===== src/rtl/fifo_pkg.sv =====
// rtl/fifo_pkg.sv - shared defaults and width helpers for the synchronous FIFO
package fifo_pkg;

  localparam int DEFAULT_WIDTH = 32;
  localparam int DEFAULT_DEPTH = 8;

  // Pointer width: enough bits to index DEPTH entries, never less than one.
  function automatic int ptr_width(input int depth);
    return (depth > 1) ? $clog2(depth) : 1;
  endfunction

  // Occupancy width: must hold the value DEPTH itself (0..DEPTH).
  function automatic int count_width(input int depth);
    return $clog2(depth + 1);
  endfunction

endpackage


===== src/rtl/fifo_sync_param_if.sv =====
// rtl/fifo_sync_param_if.sv - request/data/status bundle between FIFO and its user logic
interface fifo_sync_param_if
  import fifo_pkg::*;
#(
  parameter int WIDTH = DEFAULT_WIDTH,
  parameter int DEPTH = DEFAULT_DEPTH
);

  localparam int CW = count_width(DEPTH);

  logic             en;
  logic             we;
  logic             re;
  logic [WIDTH-1:0] data_in;
  logic [WIDTH-1:0] data_out;
  logic             Empty;
  logic             Full;
  logic             AlmostEmpty;
  logic             AlmostFull;
  logic [CW-1:0]    Count;
  logic             Overflow;
  logic             Underflow;

  // User side: issues requests and write data, observes data and status.
  modport master (
    output en, we, re, data_in,
    input  data_out, Empty, Full, AlmostEmpty, AlmostFull, Count, Overflow, Underflow
  );

  // FIFO side.
  modport slave (
    input  en, we, re, data_in,
    output data_out, Empty, Full, AlmostEmpty, AlmostFull, Count, Overflow, Underflow
  );

endinterface


===== src/rtl/fifo_mem.sv =====
// rtl/fifo_mem.sv - DEPTH x WIDTH storage, synchronous write port, asynchronous read port
module fifo_mem
  import fifo_pkg::*;
#(
  parameter int WIDTH = DEFAULT_WIDTH,
  parameter int DEPTH = DEFAULT_DEPTH
) (
  input  logic                        clk,
  input  logic                        we,
  input  logic [ptr_width(DEPTH)-1:0] waddr,
  input  logic [WIDTH-1:0]            wdata,
  input  logic [ptr_width(DEPTH)-1:0] raddr,
  output logic [WIDTH-1:0]            rdata
);

  logic [WIDTH-1:0] mem [DEPTH];

  // Write port: contents are never reset, only overwritten.
  always_ff @(posedge clk) begin
    if (we) begin
      mem[waddr] <= wdata;
    end
  end

  // Read port reflects the pre-edge contents, so a same-edge write to the
  // read slot (full FIFO, read+write) still returns the old word.
  assign rdata = mem[raddr];

endmodule


===== src/rtl/fifo_sync_param.sv =====
// rtl/fifo_sync_param.sv - parametrised single-clock FIFO; FIFO_FWFT_EN selects first-word fall-through output
module fifo_sync_param
  import fifo_pkg::*;
#(
  parameter int WIDTH    = DEFAULT_WIDTH,
  parameter int DEPTH    = DEFAULT_DEPTH,
  parameter int AF_LEVEL = DEPTH - 2,
  parameter int AE_LEVEL = 2
) (
  input logic               clk,
  input logic               rst,
  fifo_sync_param_if.slave  bus
);

  localparam int PW = ptr_width(DEPTH);
  localparam int CW = count_width(DEPTH);

  logic [PW-1:0]    wp;
  logic [PW-1:0]    rp;
  logic [CW-1:0]    count;
  logic             ovf_q;
  logic             udf_q;
  logic [WIDTH-1:0] dout_q;
  logic [WIDTH-1:0] mem_rdata;
  logic             empty;
  logic             full;
  logic             rd_ok;
  logic             wr_ok;

  assign empty = (count == '0);
  assign full  = (count == CW'(DEPTH));

  // A read frees a slot this very edge, so a full FIFO may accept a write
  // alongside it; an empty FIFO never pairs a read with the incoming write.
  assign rd_ok = bus.en & bus.re & ~empty;
  assign wr_ok = bus.en & bus.we & (~full | rd_ok);

  fifo_mem #(
    .WIDTH (WIDTH),
    .DEPTH (DEPTH)
  ) u_mem (
    .clk   (clk),
    .we    (wr_ok),
    .waddr (wp),
    .wdata (bus.data_in),
    .raddr (rp),
    .rdata (mem_rdata)
  );

  // Pointers, occupancy, error pulses and the output word register.
  always_ff @(posedge clk or posedge rst) begin
    if (rst) begin
      wp     <= '0;
      rp     <= '0;
      count  <= '0;
      ovf_q  <= 1'b0;
      udf_q  <= 1'b0;
      dout_q <= '0;
    end else begin
      if (wr_ok) begin
        wp <= wp + 1'b1;
      end
      if (rd_ok) begin
        rp     <= rp + 1'b1;
        dout_q <= mem_rdata;
      end
      case ({wr_ok, rd_ok})
        2'b10:   count <= count + 1'b1;
        2'b01:   count <= count - 1'b1;
        default: count <= count;
      endcase
      ovf_q <= bus.en & bus.we & ~wr_ok;
      udf_q <= bus.en & bus.re & ~rd_ok;
    end
  end

  assign bus.Count       = count;
  assign bus.Empty       = empty;
  assign bus.Full        = full;
  assign bus.AlmostEmpty = (int'(count) <= AE_LEVEL);
  assign bus.AlmostFull  = (int'(count) >= AF_LEVEL);
  assign bus.Overflow    = ovf_q;
  assign bus.Underflow   = udf_q;

`ifdef FIFO_FWFT_EN
  // Head word shown directly; once drained, the last popped word is held.
  assign bus.data_out = empty ? dout_q : mem_rdata;
`else
  assign bus.data_out = dout_q;
`endif

endmodule


===== src/flat_wrapper.sv =====
// flat-port wrapper written by rule: the top's interface ports become plain ports
module fifo_sync_param_flat import fifo_pkg::*;
#(
  parameter int WIDTH    = DEFAULT_WIDTH,
  parameter int DEPTH    = DEFAULT_DEPTH,
  parameter int AF_LEVEL = DEPTH - 2,
  parameter int AE_LEVEL = 2
)
  (clk, rst, bus_en, bus_we, bus_re, bus_data_in, bus_data_out, bus_Empty, bus_Full, bus_AlmostEmpty, bus_AlmostFull, bus_Count, bus_Overflow, bus_Underflow);
  fifo_sync_param_if #(.WIDTH(WIDTH), .DEPTH(DEPTH)) bus_i ();
  input logic clk;
  input logic rst;
  input wire logic [$bits(bus_i.en)-1:0] bus_en;
  input wire logic [$bits(bus_i.we)-1:0] bus_we;
  input wire logic [$bits(bus_i.re)-1:0] bus_re;
  input wire logic [$bits(bus_i.data_in)-1:0] bus_data_in;
  output wire logic [$bits(bus_i.data_out)-1:0] bus_data_out;
  output wire logic [$bits(bus_i.Empty)-1:0] bus_Empty;
  output wire logic [$bits(bus_i.Full)-1:0] bus_Full;
  output wire logic [$bits(bus_i.AlmostEmpty)-1:0] bus_AlmostEmpty;
  output wire logic [$bits(bus_i.AlmostFull)-1:0] bus_AlmostFull;
  output wire logic [$bits(bus_i.Count)-1:0] bus_Count;
  output wire logic [$bits(bus_i.Overflow)-1:0] bus_Overflow;
  output wire logic [$bits(bus_i.Underflow)-1:0] bus_Underflow;
  assign bus_i.en = bus_en;
  assign bus_i.we = bus_we;
  assign bus_i.re = bus_re;
  assign bus_i.data_in = bus_data_in;
  assign bus_data_out = bus_i.data_out;
  assign bus_Empty = bus_i.Empty;
  assign bus_Full = bus_i.Full;
  assign bus_AlmostEmpty = bus_i.AlmostEmpty;
  assign bus_AlmostFull = bus_i.AlmostFull;
  assign bus_Count = bus_i.Count;
  assign bus_Overflow = bus_i.Overflow;
  assign bus_Underflow = bus_i.Underflow;
  fifo_sync_param #(.WIDTH(WIDTH), .DEPTH(DEPTH), .AF_LEVEL(AF_LEVEL), .AE_LEVEL(AE_LEVEL)) u_core (.clk(clk), .rst(rst), .bus(bus_i));
endmodule

===== config.mk =====
export PLATFORM = sky130hd
export DESIGN_NAME = fifo_sync_param_flat
export DESIGN_NICKNAME = d
export VERILOG_FILES = /design/src/rtl/fifo_pkg.sv /design/src/rtl/fifo_sync_param_if.sv /design/src/rtl/fifo_mem.sv /design/src/rtl/fifo_sync_param.sv /design/src/flat_wrapper.sv
export SDC_FILE = /design/constraint.sdc
export NUM_CORES = 1
export LEC_CHECK = 0
export ABC_AREA = 1
export BUFFER_PORTS_ARGS = -buffer_cell sky130_fd_sc_hd__buf_2
export CAP_MARGIN = 20
export CORE_MARGIN = 2
export CORE_UTILIZATION = 30
export DETAILED_ROUTE_END_ITERATION = 12
export PLACE_DENSITY = 0.48
export REMOVE_ABC_BUFFERS = 1
export SYNTH_ARGS = -nofsm -noshare
export SYNTH_HDL_FRONTEND = slang
export SYNTH_SLANG_ARGS = --single-unit
export TNS_END_PERCENT = 50

===== constraint.sdc =====
create_clock -name clk -period 5.5 [get_ports clk]
set_input_delay 0.55 -clock clk [delete_from_list [all_inputs] [get_ports clk]]
set_output_delay 0.55 -clock clk [all_outputs]
set_load 0.01 [all_outputs]

==> results of run 1 <==
[state kept, by name (all words and copies together), names as in the netlist]
name and count:
u_core.u_mem.mem 256, u_core.bus.data_out 32, u_core.bus.Underflow 1, u_core.wp 3, u_core.rp 3, u_core.bus.Overflow 1
u_core.bus.Count 4
[worst reg2reg max path: stages, from the launching register on]
cell and delay (ns):
dfrtp_1 0.42, nor2_1 0.15, nand2_1 0.14, nand2_4 0.47
inv_4 0.38, nand2_2 0.21, inv_1 0.08, ha_1 0.32
a21oi_1 0.18, nand3_1 0.10, nand2_1 0.10, nand2_1 0.06
nand2_1 0.05, nand2_1 0.05
[logic make-up after synthesis]
logic type | synth area share
simple gates | 0.149
compound gates | 0.0636
buf+inv | 0.0433
flops | 0.735
fa+ha+maj | 0.00586
xor+xnor | 0.00293
[how the worst min path moves through the flow]
stage / endpoint / depth (start not counted)
2_1_floorplan: u_core.bus.data_out[0]$_DFFE_PP0P_ / 2
3_3_place_gp: u_core.bus.data_out[20]$_DFFE_PP0P_ / 2
3_5_place_dp: u_core.bus.data_out[23]$_DFFE_PP0P_ / 2
4_1_cts: u_core.bus.data_out[24]$_DFFE_PP0P_ / 3
5_1_grt: u_core.u_mem.mem[5][21]$_DFFE_PP_ / 1
6_report: u_core.bus.data_out[5]$_DFFE_PP0P_ / 3
[power breakdown]
part / switching, uW / leakage [uW] / internal (uW)
Combinational: 1320 / 0.00182 / 675
Sequential: 210 / 0.00285 / 2760
Clock: 861 / 0.000534 / 1290
[layout make-up]
cell class | count | area, um2 | share of cell area
Clock buffer | 49 | 981 | 0.0701
Clock inverter | 14 | 96.3 | 0.00689
Inverter | 50 | 195 | 0.0139
Multi-Input combinational cell | 575 | 2700 | 0.193
Sequential cell | 300 | 8790 | 0.628
Tap cell | 525 | 657 | 0.0469
Timing Repair Buffer | 96 | 571 | 0.0408
[placed cells by master (no fill, tap or decap), types with 2 or more instances in the layout]
cell type	count
edfxtp_1	256
nor2_1	193
nand2_1	116
nand3_1	104
buf_2	78
o21ai_1	56
o21ai_0	46
inv_1	45
dfrtp_1	43
clkbuf_16	37
o211ai_1	32
buf_4	15
clkbuf_1	11
clkinv_2	8
nor2_2	4
ha_1	4
clkinv_1	4
inv_4	3
nor3b_2	3
nor2_4	3
inv_2	2
nand2_2	2
a21oi_1	2
xor2_1	2
nor3_2	2
xnor2_1	2
buf_12	2
[through the flow]
stage / area, um2 / hold WS [ns] / std cells / power [uW] / worst slack, ns
global placement: 12800 / 0.463 / 1543 / 5020 / 2.61
floorplan: 11600 / 0.516 / 925 / 4270 / 1.16
detailed placement: 12900 / 0.466 / 1545 / 5060 / 2.53
global route: 14000 / 0.310 / 1609 / 7600 / 2.42
CTS: 14000 / 0.279 / 1608 / 7240 / 2.65
finish: 14000 / 0.269 / 1609 / 7120 / 2.69
[routing by layer]
metal,global-route usage,vias to the layer above,wire [um]
met5,0,-,21
met4,0.0305,4,428
met3,0.0233,41,1220
met2,0.225,149,13200
met1,0.190,3605,13200
li1,-,3578,-
==> reports/results.tsv, run 1 <==
metric	value	unit
antenna_found_initial	2	
place_hpwl	15000	um
fillers	3859	
area_growth	17.0	%
critPathArrivalTime	3.18	ns
post_drt_via_cell_ratio	4.58	
die-height	204	um
pin_count	79	
cts-root-buf	clkbuf_16	
ys_warn_count	0	
crit_fanout	36	
yosysUniqueCellTypes	27	
critical_path.cell_chain	nor2_1 -> nand2_1 -> nand2_4 -> inv_4 -> nand2_2 -> inv_1 -> ha_1 -> a21oi_1 -> nand3_1 -> nand2_1 -> nand2_1 -> nand2_1 -> nand2_1	
first_pass_iters	4	
post_cts_buffers	0	
crit_path_end	u_core.bus.Count[3]$_DFFE_PP0P_	
period_needed	2.81	ns
synth_area_leaders	edfxtp_1, dfrtp_1, nor2_1	
path_delay_family	simple AND/OR/NAND/NOR gates	
ir_worst_vdd	310	uV
finalNetCount	1100	
period_share	0.512	
synth_edf_count	256	
vias	7377	
synth.most_common_cell	edfxtp_1	
worstMarginPinSlew	1.03	ns
die_w	204	um
startpoint_type	register	
synthFlopType	edfxtp_1	
cp.depth	13	
crit_buf_inv	2	
synth_top_area_frac	0.643	
first_global_vias	7327	
drive_above_1_share	0.153	
rows	73	
cts_buffers	35	
p_leak	0.00521	uW
syn_area	12000	um2
cts.repair.resized	0	
fin_setup_tns	0	ns
rsz0062_at_grt	no	
rr_startpoint	u_core.bus.Count[3]$_DFFE_PP0P_	
critPathMaxStageDelay	0.47	ns
rr_endpoint	u_core.bus.Count[3]$_DFFE_PP0P_	
slowest_stage	nand2_4	
setup_viol	0	
ys_ff_latch	300	
fin_worst_skew	0.0245	ns
cts_tree	built	
drc	0	
core	39500	um2
syn_inst	981	
synth-seq-area-share	0.735	
regToRegSetupSlack	2.69	ns
port_buffers	78	
yosys.area.top_type	edfxtp_1	
crit_required	5.87	ns
die_area	41500	um2
start_util	0.302	
cp_common_cell	nand2_1	
post_drt_wl_per_cell	17.4	um
path_class	reg -> reg	
outcome	finished clean	
clk_latency	0.50	ns
antenna_cells	0	
ys_async_sr_fraction	0.147	
drtIter0Drc	428	
routabilityCongestion	0.701	
utilization	0.354	
relSlewSlack	0.315	
path_clk_slew	0.06	ns
crit_start	u_core.bus.Count[3]$_DFFE_PP0P_	
clockBufferDepth	3	
gr-total-overflow	0	
synth_commonest_cells	edfxtp_1, nor2_1, nand2_1, nand3_1, o21ai_1	
powerDensity	509	nW/um2
avgSynthCellArea	12.2	um2
finalHoldViolations	0	
wl	28000	um
timing.fmax	355	MHz
final_max_slew_viol_count	0	
hold_path_class	in -> async	
gr-usage-all-layers	0.137	
grt_max_degree	98	
clkSinkCount	300	
maxCapViolations	0	
ff2ff_path_depth	13	
htreeDepth	2	
end_kind	register	
cts-hold-fix-buffers	0	
drtAntennaViolNets	0	
grt_pass1_wl	43500	um
Power figures use the tool's default switching activity.
==> run 2: changes to the inputs <==
Settings changed: PLACE_DENSITY 0.48 to 0.5.
Clock period 5.5 ns to 2.55 ns, I/O delays scaled along.
==> run 2 against run 1 <==
- fmax increased by 34%
- routed wire length decreased by 1.3%
- count of clock-buffer cells in the layout increased by 3
- first-iteration DRC count increased by 8.4%
- highest routed layer unchanged
==> reports/results.tsv, run 2 (synthesized netlist as in run 1, its figures left out) <==
metric	value	unit	change
routabilityCongestion	0.733		was 0.701
start_util	0.302		unchanged
finalHoldViolations	0		unchanged
gr-usage-all-layers	0.136		was 0.137
fin_worst_skew	0.0123	ns	was 0.0245 ns
p_sw	5250	uW	was 2390 uW
cp.depth	7		was 13
post_drt_via_cell_ratio	4.54		was 4.58
ir_worst_vdd	849	uV	was 310 uV
cts.repair.resized	0		unchanged
grt_max_degree	162		was 98
final_max_slew_viol_count	0		unchanged
drtIter0Drc	464		was 428
clk_latency	0.50	ns	about the same
drive_above_1_share	0.163		was 0.153
finalPower	15800	uW	was 7120 uW
cts-root-buf	clkbuf_16		unchanged
post_drt_wl_per_cell	17.1	um	was 17.4 um
critPathMaxStageDelay	0.40	ns	was 0.47 ns
critical_path.cell_chain	inv_1 -> nand3_1 -> inv_2 -> nand2_1 -> nand3b_1 -> nor2_4 -> buf_4		was nor2_1 -> nand2_1 -> nand2_4 -> inv_4 -> nand2_2 -> inv_1 -> ha_1 -> a21oi_1 -> nand3_1 -> nand2_1 -> nand2_1 -> nand2_1 -> nand2_1
area_growth	19.1	%	was 17.0%
pin_count	79		unchanged
first_pass_iters	5		was 4
cts_tree	built		unchanged
clockBufferDepth	3		unchanged
end_kind	register		unchanged
path_delay_family	simple AND/OR/NAND/NOR gates		unchanged
antenna_found_initial	1		was 2
grt_pass1_wl	43300	um	was 43500 um
outcome	finished clean		unchanged
p_leak	0.00532	uW	was 0.00521 uW
path_clk_slew	0.05	ns	was 0.06 ns
die_area	41500	um2	unchanged
vias	7343		was 7377
critPathArrivalTime	2.24	ns	was 3.18 ns
antenna_cells	0		unchanged
core	39500	um2	unchanged
rsz0062_at_grt	no		unchanged
maxCapViolations	0		unchanged
seq_power_share	0.393		was 0.417
final-seq-area	8790	um2	unchanged
combPwrFrac	0.293		was 0.281
clkPwrFrac	0.313		was 0.303
period_share	0.822		was 0.512
crit_buf_inv	3		was 2
rows	73		unchanged
slowest_stage	buf_4		was nand2_4
hold_path_class	in -> reg		was in -> async
placed_cells	1554		was 1545
die_w	204	um	unchanged
regToRegSetupSlack	0.45	ns	was 2.69 ns
htreeDepth	2		unchanged
multiInputGateArea	2700	um2	unchanged
largest_register_ffs	256		unchanged
crit_fanout	24		was 36
p_int	10600	uW	was 4730 uW
relSlewSlack	0.526		was 0.315
period_needed	2.10	ns	was 2.81 ns
ff2ff_path_depth	7		was 13
final_cell_mix	edfxtp_1, nor2_1, nand2_1		unchanged
top_register	u_core.u_mem.mem		unchanged
hold_depth	3		
path_class	reg -> reg		unchanged
setup_viol	0		unchanged
startpoint_type	register		unchanged
worstMarginPinSlew	0.711	ns	was 1.03 ns
gr-total-overflow	0		unchanged
powerDensity	1110	nW/um2	was 509 nW/um2
place_hpwl	15400	um	was 15000 um
first_global_vias	7456		was 7327
fin_cells	1618		was 1609
finalNetCount	1110		was 1100
mostFrequentLayoutCell	edfxtp_1		unchanged
wl	27600	um	was 28000 um
swShare	0.331		was 0.336
fillers	3815		was 3859
die-height	204	um	unchanged
cts_buffers	35		unchanged
timing.fmax	477	MHz	was 355 MHz
crit_required	2.69	ns	was 5.87 ns
port_buffers	78		unchanged
drtAntennaViolNets	0		unchanged
drc	0		unchanged
clkSinkCount	300		unchanged
-- run 2: what timing repair did --
item / CTS / global route
buffers inserted: 0 / 0
endpoints found under the hold margin: 23 / 0
hold buffers: 2 / 0
endpoints found under the setup margin: 0 / 0
-- run 2: through the flow --
step	setup slack, ns	setup TNS, ns	utilization	cell area, um2	hold slack, ns
floorplan	-1.79	-257.58	-	11600	0.354
global placement	0.498	0	0.330	13100	0.374
detailed placement	0.472	0	0.330	13100	0.371
CTS	0.456	0	0.360	14200	0.00411
global route	0.258	0	0.360	14200	0.0102
finish	0.455	0	0.360	14200	0.0231
-- run 2: power groups by stage --
stage	logic, uW	registers, uW	clock network (uW)
6_report	4650	6230	4960
4_1_cts	4740	6240	5090
2_1_floorplan	2440	6760	0
3_5_place_dp	4720	6340	0
5_1_grt	5260	6310	5270
3_3_place_gp	4680	6330	0
-- run 2: path summary, 6_finish.rpt --
path | to | startpoint
max in group asynchronous | u_core.rp[0]$_DFFE_PP0P_ | rst
hold reg to reg | u_core.bus.data_out[18]$_DFFE_PP0P_ | u_core.bus.data_out[18]$_DFFE_PP0P_
setup reg to reg | u_core.u_mem.mem[4][12]$_DFFE_PP_ | u_core.bus.Count[2]$_DFFE_PP0P_
setup / recovery | u_core.u_mem.mem[4][12]$_DFFE_PP_ | u_core.bus.Count[2]$_DFFE_PP0P_
min in group asynchronous | u_core.bus.data_out[29]$_DFFE_PP0P_ | rst
hold / removal | u_core.bus.Overflow$_DFF_PP0_ | bus_we
-- run 2: layout make-up --
class                      count  share of cell area
timing repair buffer         106              0.0513
clock buffer                  52              0.0746
sequential                   300               0.618
inverter                      50              0.0137
clock inverter                10             0.00703
multi-input combinational    575               0.190
tap                          525              0.0461
-- run 2: worst register-to-register path, delay by kind of cell, from the launching register on --
family	cells	cell delay (ns)
flip-flops	1	0.39
buffers and inverters	3	0.53
AND/OR/NAND/NOR	4	0.81
-- run 2: per-layer routing --
metal | track usage | vias up | share of wire
met5 | 0 | - | 0.00047
li1 | - | 3599 | -
met4 | 0.0342 | 2 | 0.016
met1 | 0.188 | 3551 | 0.47
met3 | 0.0259 | 41 | 0.046
met2 | 0.219 | 150 | 0.46
